**src/rtl/gigatron_input_injector.sv**
```systemverilog
// rtl/gigatron_input_injector.sv - frame-synchronous keystroke/joystick injector for the Gigatron input register
`timescale 1ns/1ps

module gigatron_input_injector #(
  parameter int HOLD_FRAMES  = 2,
  parameter int REPEAT_DELAY = 30,
  parameter int REPEAT_RATE  = 5,
  parameter int REPEAT_EN    = 1
) (
  input  logic       clk,
  input  logic       reset,
  input  logic [7:0] ascii_code,
  input  logic [7:0] joy_n,
  input  logic       frame_stb,
  output logic [7:0] in_byte,
  output logic       key_active
);

  localparam logic [7:0] KEY_NONE  = 8'hFF;
  localparam logic [7:0] HOLD_CNT  = HOLD_FRAMES[7:0];
  localparam logic [7:0] DELAY_CNT = REPEAT_DELAY[7:0];
  localparam logic [7:0] RATE_CNT  = REPEAT_RATE[7:0];
  localparam logic       RPT_ON    = (REPEAT_EN != 0);

  typedef enum logic [1:0] {
    IDLE    = 2'd0,
    PRESS   = 2'd1,
    DELAY   = 2'd2,
    RELEASE = 2'd3
  } state_t;

  state_t     state;
  logic [7:0] frame_cnt;
  logic [7:0] code_q;
  logic       first_rep;

  // The decrement that would take the counter to zero is the exit strobe.
  logic       cnt_last;
  logic       same_key;
  assign cnt_last = (frame_cnt <= 8'd1);
  assign same_key = (ascii_code == code_q);

  // Stroke sequencer; outputs are registered from the state being entered.
  always_ff @(posedge clk) begin
    if (reset) begin
      state      <= IDLE;
      frame_cnt  <= 8'd0;
      code_q     <= KEY_NONE;
      first_rep  <= 1'b1;
      in_byte    <= KEY_NONE;
      key_active <= 1'b0;
    end else begin
      case (state)
        IDLE: begin
          if (frame_stb && (ascii_code != KEY_NONE)) begin
            code_q     <= ascii_code;
            frame_cnt  <= HOLD_CNT;
            first_rep  <= 1'b1;
            state      <= PRESS;
            in_byte    <= ascii_code;
            key_active <= 1'b1;
          end else begin
            in_byte    <= joy_n;
            key_active <= 1'b0;
          end
        end

        PRESS: begin
          in_byte    <= code_q;
          key_active <= 1'b1;
          if (frame_stb) begin
            if (cnt_last) begin
              in_byte    <= KEY_NONE;
              key_active <= 1'b0;
              if (RPT_ON && same_key) begin
                state     <= DELAY;
                frame_cnt <= first_rep ? DELAY_CNT : RATE_CNT;
                first_rep <= 1'b0;
              end else begin
                state <= RELEASE;
              end
            end else begin
              frame_cnt <= frame_cnt - 8'd1;
            end
          end
        end

        DELAY: begin
          in_byte    <= KEY_NONE;
          key_active <= 1'b0;
          if (frame_stb) begin
            if (!same_key) begin
              state <= RELEASE;
            end else if (cnt_last) begin
              frame_cnt  <= HOLD_CNT;
              state      <= PRESS;
              in_byte    <= code_q;
              key_active <= 1'b1;
            end else begin
              frame_cnt <= frame_cnt - 8'd1;
            end
          end
        end

        RELEASE: begin
          in_byte    <= KEY_NONE;
          key_active <= 1'b0;
          if (frame_stb && !same_key) begin
            state   <= IDLE;
            in_byte <= joy_n;
          end
        end

        default: begin
          state      <= IDLE;
          in_byte    <= KEY_NONE;
          key_active <= 1'b0;
        end
      endcase
    end
  end

endmodule
```
**config.mk**
```make
export PLATFORM = sky130hd
export DESIGN_NAME = gigatron_input_injector
export DESIGN_NICKNAME = d
export VERILOG_FILES = /design/src/rtl/gigatron_input_injector.sv
export SDC_FILE = /design/constraint.sdc
export NUM_CORES = 1
export LEC_CHECK = 0
export ABC_AREA = 1
export CAP_MARGIN = 20
export CELL_PAD_IN_SITES_DETAIL_PLACEMENT = 0
export CELL_PAD_IN_SITES_GLOBAL_PLACEMENT = 1
export CORE_MARGIN = 2
export CORE_UTILIZATION = 41
export CTS_BUF_LIST = sky130_fd_sc_hd__clkbuf_16
export CTS_CLUSTER_DIAMETER = 60
export DETAILED_ROUTE_END_ITERATION = 7
export PLACE_DENSITY_LB_ADDON = 0.1
export REMOVE_ABC_BUFFERS = 1
export SLEW_MARGIN = 5
export SYNTH_ARGS = -nofsm -noshare
export SYNTH_HDL_FRONTEND = slang
export SYNTH_SLANG_ARGS = --single-unit
```
**constraint.sdc**
```tcl
create_clock -name clk -period 4.7 [get_ports clk]
set_input_delay 0.47 -clock clk [delete_from_list [all_inputs] [get_ports clk]]
set_output_delay 0.47 -clock clk [all_outputs]
set_load 0.03 [all_outputs]
```
**Yosys cells after proc, flatten, opt, wreduce, memory -nomap -nowiden**

Index checks and enable logic that the tools add are counted.

- Flip-flop bits (word level): 28
- Bits of input ports: 19
- Output and inout port bits: 9
- Logic and storage cells: 70

- $add $sub $neg: 1
- $lt $le $gt $ge: 1
- Eq/ne operators: 14
- Mux-type cells: 38
- Reduce and logical (&&, ||, !) cells: 10

Operators by type and width:

| operator | number |
|---|---|
| $mux W8 | 14 |
| $pmux W8 S4 | 1 |
| $pmux W8 S3 | 1 |
| $mux W2 | 7 |
| $ne A2 B2 Y1 const B | 7 |
| $reduce_and A6 Y1 | 2 |
| $mux W1 | 11 |
| $eq A8 B8 Y1 | 1 |
| $le A8 B1 Y1 const B | 1 |
| $ne A8 B8 Y1 const B | 1 |
| $pmux W2 S4 | 1 |
| $sub A8 B1 Y8 const B | 1 |
| $ne A3 B3 Y1 const B | 2 |
| $mux W5 | 1 |
| $reduce_and A5 Y1 | 1 |
| $eq A2 B2 Y1 const B | 2 |
| $pmux W1 S4 | 1 |
| $reduce_bool A3 Y1 | 1 |
| $eq A2 B1 Y1 const B | 1 |
| $logic_and A1 B1 Y1 | 2 |
| $logic_not A2 Y1 | 1 |
| $pmux W1 S2 | 1 |
| $reduce_and A2 Y1 | 1 |
| $reduce_bool A2 Y1 | 1 |
| $logic_not A1 Y1 | 1 |

**Longest topological paths before layout**

Gate-level depths: netlist (run 1).

- Depth in word-level cells: 5
- Gate-level depth with buffers: 13
- Mapped depth without buffers: 13

**Worst setup path after synthesis (run 1)**

Ideal clock, no wire load.

- Kind: register to register
- From: reg state[0]
- To: reg frame_cnt[4]
- Library setup time: 0.131 ns
- Arrival: 1.687 ns
- Required time: 4.569 ns
- Setup slack: 2.882 ns
- Cell stages (with the launch flop): 12
- Clock period less this slack: 1.818 ns
- Path through: dfxtp_1 inv_1 ha_1 o21ai_0 nand2_1 a21oi_2 nand2_4 nor2_4 buf_6 nand2_1 nand2_1 nor2_1

- Cells in the longest elaborated chain, start to end: 3
- Elaborated cells on any way between the ends: 11
- Classes of those cells: 7 x eq/ne; 1 x mux; 3 x reduce/logical

RTL lines:

| what | line | RTL |
|---|---|---|
| start: declaration | 32 | `state_t state;` |
| start signal: assignment | 46 | `state <= IDLE;` |
| start signal: assignment | 59 | `state <= PRESS;` |
| start signal: assignment | 76 | `state <= DELAY;` |
| $eq A2 B1 Y1 (tied with other cells) | 53 | `case (state)` |
| $ne A3 B3 Y1 (no line) (tied with other cells) | n/a |  |
| $reduce_and A6 Y1 (no line) | n/a |  |
| end signal: assignment | 77 | `frame_cnt <= first_rep ? DELAY_CNT : RATE_CNT;` |
| end signal: assignment | 83 | `frame_cnt <= frame_cnt - 8'd1;` |
| end signal: assignment | 100 | `frame_cnt <= frame_cnt - 8'd1;` |
| end: declaration | 33 | `logic [7:0] frame_cnt;` |

Parallel ways exist; a longest one is shown, timed or not.
A chain may end at the register's enable or synchronous reset.

**Worst setup path in the final report (run 1)**

Same ends and word-level chain as after synthesis.

==> impl_metrics.prom, run 1 <==
# TYPE chip_impl_metric gauge
chip_impl_metric{name="gr-usage-all-layers",unit="%"} 21.8
chip_impl_metric{name="stdcell_area",unit="um2"} 2440
chip_impl_metric{name="grt_use_met1",unit="%"} 25.7
chip_impl_metric{name="grt_use_met2",unit="%"} 40.1
chip_impl_metric{name="fill_count",unit=""} 524
chip_impl_metric{name="place_inst",unit=""} 418
chip_impl_metric{name="cp_max_fo",unit=""} 13
chip_impl_info{name="synth_largest_area_cell",value="sky130_fd_sc_hd__dfxtp_1"} 1
chip_impl_metric{name="asyncSetResetFlopFracSynth",unit="%"} 0
chip_impl_info{name="holdCritStartpoint",value="first_rep$_SDFFE_PP1P_"} 1
chip_impl_metric{name="h-tree-depth",unit=""} 1
chip_impl_metric{name="yosysUniqueCellTypes",unit=""} 28
chip_impl_info{name="result_of_the_run",value="complete, no violations"} 1
chip_impl_metric{name="floorplan.die_area",unit="um2"} 5600
chip_impl_metric{name="route.vias.total",unit=""} 2103
chip_impl_metric{name="chip_width",unit="um"} 74.8
chip_impl_metric{name="achievable_frequency",unit="MHz"} 436
chip_impl_info{name="critPathCaptureType",value="flop"} 1
chip_impl_metric{name="ys_seq_elements",unit=""} 28
chip_impl_metric{name="max_cap_viol_count",unit=""} 0
chip_impl_metric{name="port-buffer-count",unit=""} 27
chip_impl_info{name="synth_flop_cell",value="sky130_fd_sc_hd__dfxtp_1"} 1
chip_impl_metric{name="grt_max_degree",unit=""} 18
chip_impl_metric{name="drt_pass1_iterations",unit=""} 4
chip_impl_metric{name="cts_buffer_depth",unit=""} 2
chip_impl_metric{name="grt_pass1_vias",unit=""} 2003
chip_impl_metric{name="required",unit="ns"} 4.83
chip_impl_metric{name="tritoncts.num_buffers",unit=""} 3
chip_impl_metric{name="r2r.worst_path.cells",unit=""} 10
chip_impl_metric{name="r2r_setup_slack",unit="ns"} 2.41
chip_impl_info{name="clock_tree.root_cell",value="sky130_fd_sc_hd__clkbuf_16"} 1
chip_impl_info{name="worst_setup_path_start_kind",value="flop"} 1
chip_impl_info{name="rsz0062_at_grt",value="false"} 1
chip_impl_info{name="tritoncts_clock_tree",value="done"} 1
chip_impl_metric{name="clk_pin_slew",unit="ns"} 0.07
chip_impl_info{name="hold_endpoint",value="first_rep$_SDFFE_PP1P_"} 1
chip_impl_metric{name="placement_rows",unit=""} 25
chip_impl_metric{name="worst-slew-pin-transition",unit="ns"} 0.668
chip_impl_metric{name="yosysSeqAreaShare",unit="%"} 27.3
chip_impl_metric{name="areaGrowthSynthToFinish",unit="%"} 18.7
chip_impl_metric{name="finalNetCount",unit=""} 382
chip_impl_metric{name="pin_count",unit=""} 28
chip_impl_metric{name="post-synth-top-area-fraction",unit="%"} 27.3
chip_impl_metric{name="postCtsHoldBufs",unit=""} 0
chip_impl_metric{name="wirelength",unit="um"} 5510
chip_impl_metric{name="setup_violating_endpoint_count_in_the_final_report",unit=""} 0
chip_impl_metric{name="finalWorstPathRequiredPeriod",unit="ns"} 2.29
chip_impl_info{name="worst-setup-path-type",value="flop to flop"} 1
chip_impl_info{name="yosysMostFrequentCell",value="sky130_fd_sc_hd__nand2_1"} 1
chip_impl_metric{name="final_min_period_over_clock_period",unit="%"} 48.8
chip_impl_info{name="gr-max-usage-layer",value="met2"} 1
chip_impl_metric{name="place.gp.congestion",unit=""} 0.819
chip_impl_metric{name="grt_antenna_before_repair",unit=""} 0
chip_impl_metric{name="holdWs",unit="ns"} 0.497
chip_impl_metric{name="postSynthAreaPerCell",unit="um2"} 6.16
chip_impl_metric{name="tns",unit="ns"} 0
chip_impl_info{name="worst_r2r_startpoint",value="state[0]$_SDFFE_PP0P_"} 1
chip_impl_metric{name="grt_remaining_overflow",unit=""} 0
chip_impl_metric{name="worst_ir_drop_vdd",unit="mV"} 0.227
chip_impl_metric{name="antennaDiodeCount",unit=""} 0
chip_impl_metric{name="yosysWarnings",unit=""} 0
chip_impl_metric{name="core_region_area",unit="um2"} 4790
chip_impl_metric{name="drive_above_1_share",unit="%"} 8.45
chip_impl_metric{name="drt_iter0_markers",unit=""} 105
chip_impl_metric{name="p_leak",unit="nW"} 1.14
chip_impl_info{name="post_synth_main_area_contributors",value="sky130_fd_sc_hd__dfxtp_1, sky130_fd_sc_hd__nand2_1, sky130_fd_sc_hd__nor2_1"} 1
chip_impl_metric{name="hold-path-cell-count",unit=""} 2
chip_impl_metric{name="final-max-slew-violation-count",unit=""} 0
chip_impl_metric{name="postCtsSetupBuffers",unit=""} 0
chip_impl_metric{name="post_dp_cell_area",unit="um2"} 2360
chip_impl_metric{name="synthesis.area",unit="um2"} 2060
chip_impl_info{name="timing.hold.worst.class",value="flop to flop"} 1
chip_impl_metric{name="starting_density_of_the_core",unit="%"} 43.0
chip_impl_info{name="r2r-end",value="frame_cnt[4]$_SDFFE_PP0P_"} 1
chip_impl_metric{name="fin_cells",unit=""} 422
chip_impl_metric{name="vias_per_cell",unit=""} 4.98
chip_impl_metric{name="finClkSkew",unit="ns"} 0.00330
chip_impl_metric{name="timing.final.hold_violations",unit=""} 0
chip_impl_metric{name="cts_repair_resize_count",unit=""} 0
chip_impl_metric{name="grt_pass1_wl",unit="um"} 9210
chip_impl_metric{name="cts.sinks",unit=""} 28
chip_impl_metric{name="synth_edf_count",unit=""} 0
chip_impl_info{name="most_common_library_cells_after_synthesis",value="sky130_fd_sc_hd__nand2_1, sky130_fd_sc_hd__nor2_1, sky130_fd_sc_hd__inv_1"} 1
chip_impl_metric{name="postRouteAntennaNets",unit=""} 0
chip_impl_metric{name="cellPowerDensity",unit="nW/um2"} 628
chip_impl_metric{name="slew_headroom",unit="%"} 55.3
chip_impl_metric{name="drt_drc_violations_left",unit=""} 0
chip_impl_metric{name="fp.dieH",unit="um"} 74.8
chip_impl_metric{name="grt.met3_usage",unit="%"} 2.14
chip_impl_metric{name="route.detailed.wl_per_inst",unit="um"} 13.1
chip_impl_metric{name="worst-endpoint-arrival",unit="ns"} 2.43
chip_impl_metric{name="finish.utilization",unit="%"} 51.0
chip_impl_metric{name="synth_cells",unit=""} 334
chip_impl_metric{name="worstSkewPairLatency",unit="ns"} 0.27
chip_impl_metric{name="post-dp-hpwl",unit="um"} 4140
[worst max-delay path, stage by stage, from the launching register on]
cell and delay (ns):
sky130_fd_sc_hd__dfxtp_1 0.43, sky130_fd_sc_hd__inv_1 0.13, sky130_fd_sc_hd__ha_1 0.42, sky130_fd_sc_hd__o21ai_0 0.36
sky130_fd_sc_hd__nand2_1 0.12, sky130_fd_sc_hd__a21oi_2 0.17, sky130_fd_sc_hd__nand2_4 0.08, sky130_fd_sc_hd__nor2_4 0.26
sky130_fd_sc_hd__nand2_1 0.08, sky130_fd_sc_hd__nand2_1 0.07, sky130_fd_sc_hd__nor2_1 0.03
[worst max path at each step]
stage	start	endpoint	slack, ns	depth (start not counted)
floorplan	state[0]$_SDFFE_PP0P_	frame_cnt[6]$_SDFFE_PP0P_	2.78	10
global placement	reset	key_active$_SDFF_PP0_	2.30	4
detailed placement	frame_stb	frame_cnt[4]$_SDFFE_PP0P_	2.29	8
CTS	state[0]$_SDFFE_PP0P_	frame_cnt[4]$_SDFFE_PP0P_	2.41	10
global route	state[0]$_SDFFE_PP0P_	frame_cnt[1]$_SDFFE_PP0P_	2.15	10
finish	state[0]$_SDFFE_PP0P_	frame_cnt[4]$_SDFFE_PP0P_	2.41	10
[routing by layer]
metal / wire length (um) / share of wire [%]
met2: 2780 / 50
met1: 2380 / 43
met3: 201 / 3.6
met4: 154 / 2.8
met5: 0 / 0
[where the power goes]
part	internal, mW	switching (mW)	leakage, nW
clock network	0.114	0.0852	0.0385
logic	0.335	0.636	0.866
registers	0.311	0.0501	0.232
total	0.760	0.771	1.14
[layout by cell type, fill, tap and decap left out, types with 5 or more instances in the layout]
| master | n |
|---|---|
| sky130_fd_sc_hd__nand2_1 | 106 |
| sky130_fd_sc_hd__nor2_1 | 40 |
| sky130_fd_sc_hd__inv_1 | 33 |
| sky130_fd_sc_hd__dfxtp_1 | 28 |
| sky130_fd_sc_hd__clkdlybuf4s50_1 | 27 |
| sky130_fd_sc_hd__a21oi_1 | 24 |
| sky130_fd_sc_hd__nand3_1 | 20 |
| sky130_fd_sc_hd__o21ai_0 | 16 |
| sky130_fd_sc_hd__o211ai_1 | 9 |
| sky130_fd_sc_hd__ha_1 | 7 |
| sky130_fd_sc_hd__nor2_2 | 5 |
| sky130_fd_sc_hd__xnor2_1 | 5 |
| sky130_fd_sc_hd__nand2_2 | 5 |
[per-stage QoR]
step	power, mW	setup WS [ns]
6_report	1.53	2.41
5_1_grt	1.70	2.15
4_1_cts	1.54	2.41
3_5_place_dp	1.34	2.29
3_3_place_gp	1.34	2.30
2_1_floorplan	1.09	2.78
[sequential cells by signal, summed over array words and instances (netlist names)]
register / cells
state: 2
key_active: 1
frame_cnt: 8
in_byte: 8
code_q: 8
first_rep: 1
[kinds of logic after synthesis]
logic type,Yosys count,share of synthesized area [%]
flops,28,27.3
xor+xnor,7,2.98
fa+ha+maj,7,4.26
buf+inv,47,9.12
compound gates,57,16.4
simple gates,188,40.0
[final cells by class]
| type | count | area, um2 | area share, % |
|---|---|---|---|
| clock buffer | 3 | 75.1 | 3.08 |
| clock inverter | 1 | 3.75 | 0.154 |
| inverter | 37 | 139 | 5.69 |
| sequential | 28 | 561 | 23.0 |
| tap | 67 | 83.8 | 3.43 |
| multi-input combinational | 259 | 1310 | 53.6 |
| timing repair buffer | 27 | 270 | 11.1 |
Note: power is estimated with default switching activity, not from simulation.
==> inputs of run 2 (changes only) <==
--- a/config.mk
+++ b/config.mk
@@ -10,7 +10,7 @@
 export CELL_PAD_IN_SITES_DETAIL_PLACEMENT = 0
 export CELL_PAD_IN_SITES_GLOBAL_PLACEMENT = 1
 export CORE_MARGIN = 2
-export CORE_UTILIZATION = 41
+export CORE_UTILIZATION = 34
 export CTS_BUF_LIST = sky130_fd_sc_hd__clkbuf_16
 export CTS_CLUSTER_DIAMETER = 60
 export DETAILED_ROUTE_END_ITERATION = 7
==> constraint.sdc (replaced) <==
create_clock -name clk -period 2.03 [get_ports clk]
set_input_delay 0.203 -clock clk [delete_from_list [all_inputs] [get_ports clk]]
set_output_delay 0.203 -clock clk [all_outputs]
set_load 0.03 [all_outputs]
==> impl_metrics.prom, run 2 (synthesis results as in run 1) <==
# TYPE chip_impl_metric gauge
chip_impl_info{name="result_of_the_run",value="complete, no violations"} 1
chip_impl_metric{name="timing.final.hold_violations",unit=""} 0
chip_impl_metric{name="finalWorstPathRequiredPeriod",unit="ns"} 1.78
chip_impl_metric{name="slew_headroom",unit="%"} 57.2
chip_impl_info{name="reg_top3",value="code_q x8, frame_cnt x8, in_byte x8"} 1
chip_impl_metric{name="postRouteAntennaNets",unit=""} 0
chip_impl_metric{name="core_region_area",unit="um2"} 5890
chip_impl_metric{name="grt_antenna_before_repair",unit=""} 0
chip_impl_metric{name="starting_density_of_the_core",unit="%"} 34.9
chip_impl_metric{name="grt_remaining_overflow",unit=""} 0
chip_impl_metric{name="seqPwrFrac",unit="%"} 20.9
chip_impl_metric{name="p_leak",unit="nW"} 1.23
chip_impl_metric{name="h-tree-depth",unit=""} 1
chip_impl_metric{name="place_inst",unit=""} 441
chip_impl_metric{name="finish.utilization",unit="%"} 44.4
chip_impl_metric{name="placement_rows",unit=""} 28
chip_impl_metric{name="clk_pin_slew",unit="ns"} 0.08
chip_impl_metric{name="worst-endpoint-arrival",unit="ns"} 1.94
chip_impl_metric{name="timing.final.ws_setup",unit="ns"} 0.252
chip_impl_metric{name="gr-usage-all-layers",unit="%"} 19.6
chip_impl_metric{name="switchingPower",unit="mW"} 1.88
chip_impl_metric{name="achievable_frequency",unit="MHz"} 563
chip_impl_metric{name="cellInternalPower",unit="mW"} 2.07
chip_impl_metric{name="hold-path-cell-count",unit=""} 2
chip_impl_info{name="path_common_cell",value="sky130_fd_sc_hd__nand2_1"} 1
chip_impl_info{name="worst_r2r_startpoint",value="state[1]$_SDFFE_PP0P_"} 1
chip_impl_metric{name="fin_total_pwr",unit="mW"} 3.95
chip_impl_metric{name="tns",unit="ns"} 0
chip_impl_metric{name="route.vias.total",unit=""} 2123
chip_impl_info{name="tritoncts_clock_tree",value="done"} 1
chip_impl_info{name="worst-setup-path-type",value="flop to flop"} 1
chip_impl_metric{name="fill_count",unit=""} 654
chip_impl_metric{name="cp_bufs_invs",unit=""} 2
chip_impl_info{name="critPathCaptureType",value="flop"} 1
chip_impl_metric{name="fin_cells",unit=""} 446
chip_impl_metric{name="postCtsHoldBufs",unit=""} 0
chip_impl_info{name="layout_commonest_cell",value="sky130_fd_sc_hd__nand2_1"} 1
chip_impl_metric{name="cellPowerDensity",unit="nW/um2"} 1510
chip_impl_metric{name="final-max-slew-violation-count",unit=""} 0
chip_impl_info{name="cp-startpoint",value="state[1]$_SDFFE_PP0P_"} 1
chip_impl_metric{name="wirelength",unit="um"} 6070
chip_impl_metric{name="final_min_period_over_clock_period",unit="%"} 87.6
chip_impl_metric{name="worst_ir_drop_vdd",unit="mV"} 0.670
chip_impl_metric{name="worst-slew-pin-transition",unit="ns"} 0.642
chip_impl_info{name="top_layer_used",value="met4"} 1
chip_impl_info{name="timing.hold.worst.class",value="flop to flop"} 1
chip_impl_info{name="top_library_cells_by_usage_in_the_layout_fill_and_taps_aside",value="sky130_fd_sc_hd__nand2_1, sky130_fd_sc_hd__nor2_1, sky130_fd_sc_hd__inv_1, sky130_fd_sc_hd__dfxtp_1, sky130_fd_sc_hd__clkdlybuf4s50_1"} 1
chip_impl_metric{name="stdcell_area",unit="um2"} 2610
chip_impl_info{name="worst_setup_path_start_kind",value="flop"} 1
chip_impl_metric{name="drt_drc_violations_left",unit=""} 0
chip_impl_metric{name="timing.critical_path.slowest_cell_delay",unit="ns"} 0.41
chip_impl_metric{name="fp.dieH",unit="um"} 81.8
chip_impl_metric{name="cp_max_fo",unit=""} 11
chip_impl_metric{name="grt_max_degree",unit=""} 18
chip_impl_metric{name="holdWs",unit="ns"} 0.501
chip_impl_metric{name="r2r.worst_path.cells",unit=""} 11
chip_impl_metric{name="grt_pass1_wl",unit="um"} 9940
chip_impl_metric{name="vias_per_cell",unit=""} 4.76
chip_impl_metric{name="post_dp_cell_area",unit="um2"} 2480
chip_impl_metric{name="crit_cells",unit=""} 11
chip_impl_metric{name="cts.sinks",unit=""} 28
chip_impl_metric{name="p_sw_share",unit="%"} 47.7
chip_impl_metric{name="tritoncts.num_buffers",unit=""} 3
chip_impl_metric{name="floorplan.die_area",unit="um2"} 6690
chip_impl_metric{name="antennaDiodeCount",unit=""} 0
chip_impl_metric{name="worstSkewPairLatency",unit="ns"} 0.27
chip_impl_metric{name="route.detailed.wl_per_inst",unit="um"} 13.6
chip_impl_metric{name="chip_width",unit="um"} 81.8
chip_impl_metric{name="share_clk_of_total_power",unit="%"} 15.5
chip_impl_metric{name="setup_violating_endpoint_count_in_the_final_report",unit=""} 0
chip_impl_info{name="path_cells",value="inv_1, ha_1, o21ai_1, nand2_1, a21oi_2, nand2_4, nor2_4, buf_12, nand2_1, nand2_1, nor2_1"} 1
chip_impl_metric{name="wl_met3",unit="um"} 176
chip_impl_metric{name="drt_pass1_iterations",unit=""} 4
chip_impl_info{name="rsz0062_at_grt",value="false"} 1
chip_impl_metric{name="routedLengthMet1",unit="um"} 2810
chip_impl_info{name="holdCritStartpoint",value="frame_cnt[7]$_SDFFE_PP0P_"} 1
chip_impl_metric{name="pin_count",unit=""} 28
chip_impl_metric{name="max_cap_viol_count",unit=""} 0
chip_impl_metric{name="post-dp-hpwl",unit="um"} 4570
chip_impl_info{name="cpMaxStageDelayCell",value="sky130_fd_sc_hd__dfxtp_1"} 1
chip_impl_metric{name="areaGrowthSynthToFinish",unit="%"} 27.1
chip_impl_info{name="path_delay_family",value="flip-flops"} 1
chip_impl_metric{name="required",unit="ns"} 2.19
chip_impl_metric{name="cts_buffer_depth",unit=""} 2
chip_impl_metric{name="met2RoutedLength",unit="um"} 2980
chip_impl_metric{name="port-buffer-count",unit=""} 27
chip_impl_metric{name="comb_power_share",unit="%"} 63.6
chip_impl_metric{name="grt_pass1_vias",unit=""} 2033
chip_impl_metric{name="drive_above_1_share",unit="%"} 12.9
chip_impl_info{name="clock_tree.root_cell",value="sky130_fd_sc_hd__clkbuf_16"} 1
chip_impl_metric{name="place.gp.congestion",unit=""} 0.806
chip_impl_metric{name="drt_iter0_markers",unit=""} 118
chip_impl_metric{name="finalNetCount",unit=""} 398
chip_impl_metric{name="finClkSkew",unit="ns"} 0.00447
chip_impl_metric{name="place_ws",unit="ns"} -0.00669
-- run 2: changes by cell type in the layout (fill, tap and decap cells not counted), sizes merged --
cell and delta:
buf +16, bufinv +1, clkinv -1
-- run 2: repair_timing --
action | in CTS | in global routing
buffers inserted | 0 | 1
setup endpoints to repair | 0 | 8
resized for setup | 0 | 2
hold endpoints to repair | 0 | 0
-- run 2: worst paths after layout --
path	endpoint	slack [ns]
max reg2reg	frame_cnt[4]$_SDFFE_PP0P_	0.25
max	frame_cnt[4]$_SDFFE_PP0P_	0.25
min reg2reg	frame_cnt[7]$_SDFFE_PP0P_	0.50
min	frame_cnt[7]$_SDFFE_PP0P_	0.50
-- run 2: tightest hold or removal path: stages, from the launching register on --
cell,delay [ns]
sky130_fd_sc_hd__dfxtp_1,0.34
sky130_fd_sc_hd__nand2_1,0.08
sky130_fd_sc_hd__a21oi_2,0.05
-- run 2: final cells by class --
type / count / area, um2 / share of cell area (%)
well taps: 75 / 93.8 / 3.59
repair buffers: 43 / 403 / 15.4
multi-input cells: 259 / 1310 / 50.2
clock inverters: 1 / 30.0 / 1.15
inverters: 37 / 139 / 5.31
flip-flops and latches: 28 / 561 / 21.4
clock buffers: 3 / 75.1 / 2.87
-- run 2: power groups by stage --
stage               clock (mW)  combinational, mW  sequential [mW]
floorplan                    0               1.59            0.937
global placement             0               2.46            0.838
detailed placement           0               2.43            0.839
CTS                      0.631               2.45            0.827
global route             0.646               2.83            0.847
finish                   0.611               2.51            0.825
-- run 2: routing by layer --
metal | GRT usage (%) | up-vias
met4 | 6.00 | 0
met5 | 0 | -
met3 | 2.09 | 8
li1 | - | 1133
met2 | 34.6 | 42
met1 | 24.9 | 940
